## src/rtl/bcd_cascade_display.sv

```systemverilog
// bcd_cascade_display: cascades tens/hundreds/thousands BCD decades off the units counter and scans all four onto a 7-seg display.
// Optional build macro LEADING_ZERO_BLANK_EN blanks leading zero digits above the units.
module bcd_cascade_display #(
    parameter int SCAN_DIV = 4
) (
    input  logic        clk,
    input  logic        clr_n,
    input  logic [3:0]  units,
    output logic [15:0] count,
    output logic [6:0]  seg,
    output logic [3:0]  an,
    output logic        ovf,
    output logic        err
);
    localparam logic [15:0] PRE_MAX = 16'(SCAN_DIV - 1);

    logic [3:0]  r_units, r_tens, r_hund, r_thou;
    logic        r_ovf, r_err;
    logic [15:0] r_pre;
    logic [1:0]  r_idx;
    logic [3:0]  r_an;
    logic [6:0]  r_seg;
    logic        w_wrap, w_c_tens, w_c_hund, w_c_thou, w_pre_end, w_blank;
    logic [1:0]  w_idx_nxt;
    logic [3:0]  w_digit;
    logic [6:0]  w_seg_nxt;

    function automatic logic [6:0] seg7(input logic [3:0] d);
        case (d)
            4'd0:    seg7 = 7'b1000000;
            4'd1:    seg7 = 7'b1111001;
            4'd2:    seg7 = 7'b0100100;
            4'd3:    seg7 = 7'b0110000;
            4'd4:    seg7 = 7'b0011001;
            4'd5:    seg7 = 7'b0010010;
            4'd6:    seg7 = 7'b0000010;
            4'd7:    seg7 = 7'b1111000;
            4'd8:    seg7 = 7'b0000000;
            4'd9:    seg7 = 7'b0010000;
            default: seg7 = 7'b0111111;
        endcase
    endfunction

    // Only the exact 9->0 code pair counts; illegal codes never produce a carry.
    assign w_wrap    = (r_units == 4'd9) && (units == 4'd0);
    assign w_c_tens  = w_wrap && (r_tens == 4'd9);
    assign w_c_hund  = w_c_tens && (r_hund == 4'd9);
    assign w_c_thou  = w_c_hund && (r_thou == 4'd9);
    assign w_pre_end = (r_pre == PRE_MAX);
    assign w_idx_nxt = r_idx + 2'd1;
    assign w_digit   = (w_idx_nxt == 2'd0) ? r_units :
                       (w_idx_nxt == 2'd1) ? r_tens  :
                       (w_idx_nxt == 2'd2) ? r_hund  : r_thou;
`ifdef LEADING_ZERO_BLANK_EN
    assign w_blank   = ((w_idx_nxt == 2'd3) && (r_thou == 4'd0)) ||
                       ((w_idx_nxt == 2'd2) && ({r_thou, r_hund} == 8'd0)) ||
                       ((w_idx_nxt == 2'd1) && ({r_thou, r_hund, r_tens} == 12'd0));
`else
    assign w_blank   = 1'b0;
`endif
    assign w_seg_nxt = w_blank ? 7'b1111111 : seg7(w_digit);

    always_ff @(posedge clk or negedge clr_n) begin
        if (!clr_n) begin
            r_units <= 4'd0;
            r_tens  <= 4'd0;
            r_hund  <= 4'd0;
            r_thou  <= 4'd0;
            r_ovf   <= 1'b0;
            r_err   <= 1'b0;
            r_pre   <= 16'd0;
            r_idx   <= 2'd0;
            r_an    <= 4'b1110;
            r_seg   <= 7'b1000000;
        end else begin
            r_units <= units;
            r_err   <= (units > 4'd9);
            if (w_wrap)   r_tens <= w_c_tens ? 4'd0 : r_tens + 4'd1;
            if (w_c_tens) r_hund <= w_c_hund ? 4'd0 : r_hund + 4'd1;
            if (w_c_hund) r_thou <= w_c_thou ? 4'd0 : r_thou + 4'd1;
            if (w_c_thou) r_ovf  <= 1'b1;
            r_pre <= w_pre_end ? 16'd0 : r_pre + 16'd1;
            if (w_pre_end) begin
                r_idx <= w_idx_nxt;
                r_an  <= ~(4'b0001 << w_idx_nxt);
                r_seg <= w_seg_nxt;
            end
        end
    end

    assign count = {r_thou, r_hund, r_tens, r_units};
    assign seg   = r_seg;
    assign an    = r_an;
    assign ovf   = r_ovf;
    assign err   = r_err;
endmodule

```

## config.mk

```make
export PLATFORM = sky130hd
export DESIGN_NAME = bcd_cascade_display
export DESIGN_NICKNAME = d
export VERILOG_FILES = /design/src/rtl/bcd_cascade_display.sv
export SDC_FILE = /design/constraint.sdc
export NUM_CORES = 1
export LEC_CHECK = 0
export ABC_CLOCK_PERIOD_IN_PS = 4300
export BUFFER_PORTS_ARGS = -buffer_cell sky130_fd_sc_hd__buf_2
export CAP_MARGIN = 20
export CORE_MARGIN = 8
export CORE_UTILIZATION = 52
export CTS_CLUSTER_SIZE = 8
export DETAILED_ROUTE_END_ITERATION = 10
export PLACE_DENSITY = 0.74
export SYNTH_ARGS = -nofsm -noshare
export SYNTH_HDL_FRONTEND = slang
export SYNTH_SLANG_ARGS = --single-unit
```

## constraint.sdc

```tcl
create_clock -name clk -period 4.3 [get_ports clk]
set_input_delay 0.86 -clock clk [delete_from_list [all_inputs] [get_ports clk]]
set_output_delay 0.86 -clock clk [all_outputs]
set_load 0.02 [all_outputs]
```

Word level (Yosys, flattened, before mapping)
Memories as Yosys holds them, arrays and structs flattened. A register that Yosys moved wholly into a read port is not among the register bits.
Cells that the tools add are included.
Storage, ports and cells
  ROM bits: 112
  memories kept: 1
  word-level logic and storage cells: 39
  output and inout bits: 29
  register bits: 40
  input port bits: 6
Cells by class
  multiplexer cells: 7
  reduce and logical (&&, ||, !) cells: 7
  add/subtract/negate cells: 5
  bitwise gates (word level): 1
  $lt $le $gt $ge: 1
  shift operators: 1
  eq/ne operators: 7
Memory list
  (no name shown): depth 16, bits a word 7, rd ports 1, clocked after memory_dff 1, wr ports 0, line 29  | case (d)
Operators with widths (count)
  $mux 4: 6
  $add 16x1->16 const B: 1
  $eq 16x2->1 const B: 1
  $eq 4x4->1 const B: 4
  $mux 16: 1
  $add 4x1->4 const B: 3
  $gt 4x4->1 const B: 1
  $logic_and 1x1->1: 4
  $logic_not 4->1: 1
  $not 4->4: 1
  $shl 1x2->4 const A: 1
  $add 2x1->2 const B: 1
  $eq 2x1->1 const B: 1
  $eq 2x2->1 const B: 1
  $logic_not 2->1: 1
  $logic_not 1->1: 1

Logic depth before layout (Yosys ltp)
  word-level depth: 6
  depth in mapped cells: 8
  mapped depth without buffers: 8

Least setup slack after synthesis
OpenSTA, ideal clock, no wires.
  path type: register to register
  from: register r_idx[1]
  to: register r_seg[3], in the netlist seg[3]
  library setup time: 0.131 ns
  setup slack: 2.201 ns
  data required time: 4.169 ns
  arrival time: 1.968 ns
  buffers on the path: 0
  clock period less this slack: 2.099 ns
  cell stages (with the launch flop): 9
  cells stage by stage: dfrtp_1 -> inv_1 -> ha_1 -> mux2_1 -> o221a_4 -> ha_1 -> mux2i_1 -> a221oi_2 -> a21oi_1
Between the ends
  cells in the longest elaborated chain, start to end: 5
  elaborated cells between the ends (all ways): 7
  classes of those cells: 1 x add/sub; 2 x eq/ne; 3 x mux; 1 x reduce/logical
Ends and longest elaborated chain
  start, declared: line 20  | logic [1:0] r_idx;
  start signal, assigned: line 84  | r_idx <= w_idx_nxt;
  $add 2x1->2 (*): line 50  | assign w_idx_nxt = r_idx + 2'd1;
  $eq 2x2->1: line 53  | (w_idx_nxt == 2'd2) ? r_hund : r_thou;
  $mux 4: line 53
  $mux 4: line 52  | (w_idx_nxt == 2'd1) ? r_tens :
  $mux 4 (*): line 51  | assign w_digit = (w_idx_nxt == 2'd0) ? r_units :
  end, declared: line 22  | logic [6:0] r_seg;
Mark *: on every way between the ends. The rest lies on a longest branch, timed or not.
A chain may end at the register's enable or synchronous reset.

Final worst setup path
Same ends and word-level chain as after synthesis.

==> metrics.txt <==
CTS HTree Levels=2; worst r2r path cells=8; post-DP HPWL=3310 um; Arr. time, crit path=2520 ps; Clock power frac=0.384; fmax=0.428 GHz; clock buffer depth=2; final core area utilization=0.629; TritonCTS Buffers=5; grt peak-use layer=met2; die area=7050 um2; grt total ovfl=0; internal power=670 uW; count of cell types in the netlist=48; CP Launch Type=flip-flop; initial antenna violation count=0; Crit. Startpoint=r_idx[1]; n_diodes=0; skew final=6.06 ps; commonest cells after routing, fill and taps aside=43 x dfrtp_1, 34 x buf_2, 26 x nand2_1; I/O pin total=35; setup TNS=0 ps; area share of the largest cell type after synthesis=0.448; Initial Util=0.544; sequential share of power=0.527; clk sinks=47; Final Max Slew Viols=0; Syn Nets=234; met2 Resource Use GR=0.218; residual DRC count=0; Crit. End Element=flip-flop; R2R setup slack=1970 ps; initial DRC count=61; Area contributors post-synth=dfrtp_1 45%, ha_1 6.3%, xnor2_1 5.1%; clock tree from TritonCTS=built; Die Wd=84.0 um; met3 Track Usage GR=0.0400; Final Hold Fails=0; hold crit path type=input port to asynchronous set/reset pin; std cell rows=24; drt first pass iters=4; Root Driver=clkbuf_8; Routed wire per std cell=14.8 um; combinational share of power=0.089; Worst EP required=4480 ps; Netlist Area Pre-Place=2400 um2; Pleak=1.37 nW; vias in the first global route=1705; first-pass GRT wire length=8060 um; Vias/cell=5.49; cell accounting for the most synthesized area=dfrtp_1; PostCTS Resize Cnt=0; met1 usage=0.172; RSZ-0062 raised after global routing=no; IO buf count=34; share of layout cells above drive strength 1=0.264; Switching Fraction=0.235; Final Critical Period=2330 ps; worst-skew pair later-pin latency=300 ps; core area=4410 um2; Worst VDD drop=177 uV; worst setup margin=1970 ps; final std cells w/o fill=310; cts hold-fix bufs=0; DIE HEIGHT=84.0 um; gpl congestion=0.778; Final Cycle Share=0.543; post-route antenna net violation count=0; actual slew at the worst max-slew pin=424 ps; final setup fails=0; pwr dens=316 nW/um2; pin count of the biggest net entering global routing=48; YS warnings=0; P&R area growth vs syn=15.5%; status=finished, final reports clean; r2r startpoint=r_idx[1]; Hold WS=420 ps; CP max FO=7; Inst Count DP=301; Worst slew margin=0.717; commonest non-fill, non-tap cell in the layout=dfrtp_1; Yosys reg bits=47; cell count after synthesis=216; NumNets Final=275; switching power=206 uW; Vias=1701; Post-Place Setup Slack=1980 ps; Clock Pin Slew Worst Setup and Hold Paths=90 ps; Setup Crit Path Kind=flip-flop to flip-flop; post-CTS setup buffer count=0; Avg Inst Size Synth=11.1 um2; max_cap viols=0; crit path capture=seg[3]; all-layer global routing usage=0.137; final wirelength=4590 um; RR Endpoint=seg[3]; post-synthesis sequential area ratio=0.492
## how the worst min path moves through the flow
stage               startpoint  cells after the start  slack (ps)   endpoint
global placement           ovf                      1         450        ovf
global route             clr_n                      1         420  r_hund[0]
floorplan            r_pre[15]                      1         450  r_pre[15]
detailed placement         ovf                      1         450        ovf
finish                   clr_n                      1         420  r_hund[0]
CTS                        ovf                      1         470        ovf
## metal layers
layer / vias up / wire (um)
met1: 811 / 2240
met4: 0 / 38
met3: 4 / 176
met2: 34 / 2140
li1: 852 / -
met5: - / 0
## power groups by stage
stage / Combinational [mW] / Sequential [mW] / Clock [mW]
after floorplan: 0.0328 / 0.483 / 0
after global placement: 0.0752 / 0.470 / 0
after detailed placement: 0.0768 / 0.471 / 0
after CTS: 0.0772 / 0.462 / 0.343
after global routing: 0.0867 / 0.464 / 0.357
final: 0.0779 / 0.462 / 0.336
## worst max-delay path: stages, from the launching register on
cell      delay, ps
dfrtp_1         420
inv_1           100
ha_1            310
mux2_1          370
o221a_4         280
ha_1            310
mux2i_1          90
a221oi_2        260
a21oi_1          70
## cells in the mapped netlist (all sizes together)
library cell  instances
nor3                  6
dfstp                 4
a21oi                 6
ha                   12
o221a                 3
dfrtp                43
a2111oi               1
and4                  2
nor4b                 1
nand2b                5
inv                   7
nor2                 11
and3                  5
or2                   2
nor4                  3
a22o                  1
and3b                 1
mux2                  5
o31ai                 3
nand2                27
nor2b                 3
and4bb                1
xor2                  4
nand3                 7
a221oi                2
o21ai                13
and2                  4
a22oi                 1
clkbuf                2
mux2i                 2
o21a                  2
a21o                  4
xnor2                14
or3                   4
o221ai                2
nand4                 3
## cell type report
class / count / area [um2]
Clock buffer: 6 / 82.6
Clock inverter: 2 / 35.0
Fill cell: 354 / 1640
Inverter: 7 / 26.3
Multi-Input combinational cell: 160 / 1190
Sequential cell: 47 / 1180
Tap cell: 52 / 65.1
Timing Repair Buffer: 36 / 198
## sequential cells by signal, summed over array words and instances, names as in the netlist
register / cells
ovf: 1
r_tens: 4
err: 1
an: 4
seg: 7
r_hund: 4
r_units: 4
r_thou: 4
r_pre: 16
r_idx: 2
## metrics by stage
stage	instance area [um2]	power [mW]
6_report	2780	0.876
5_1_grt	2780	0.908
4_1_cts	2760	0.883
3_5_place_dp	2640	0.547
3_3_place_gp	2640	0.545
2_1_floorplan	2400	0.516
## cell families after synthesis
group / Yosys count / synth area share
compound gates: 38 / 0.126
xor+xnor: 18 / 0.0656
fa+ha+maj: 12 / 0.0625
buf+inv: 9 / 0.0141
flops: 47 / 0.492
mux: 7 / 0.0349
simple gates: 85 / 0.206
Note: power is estimated with default switching activity, not from simulation.
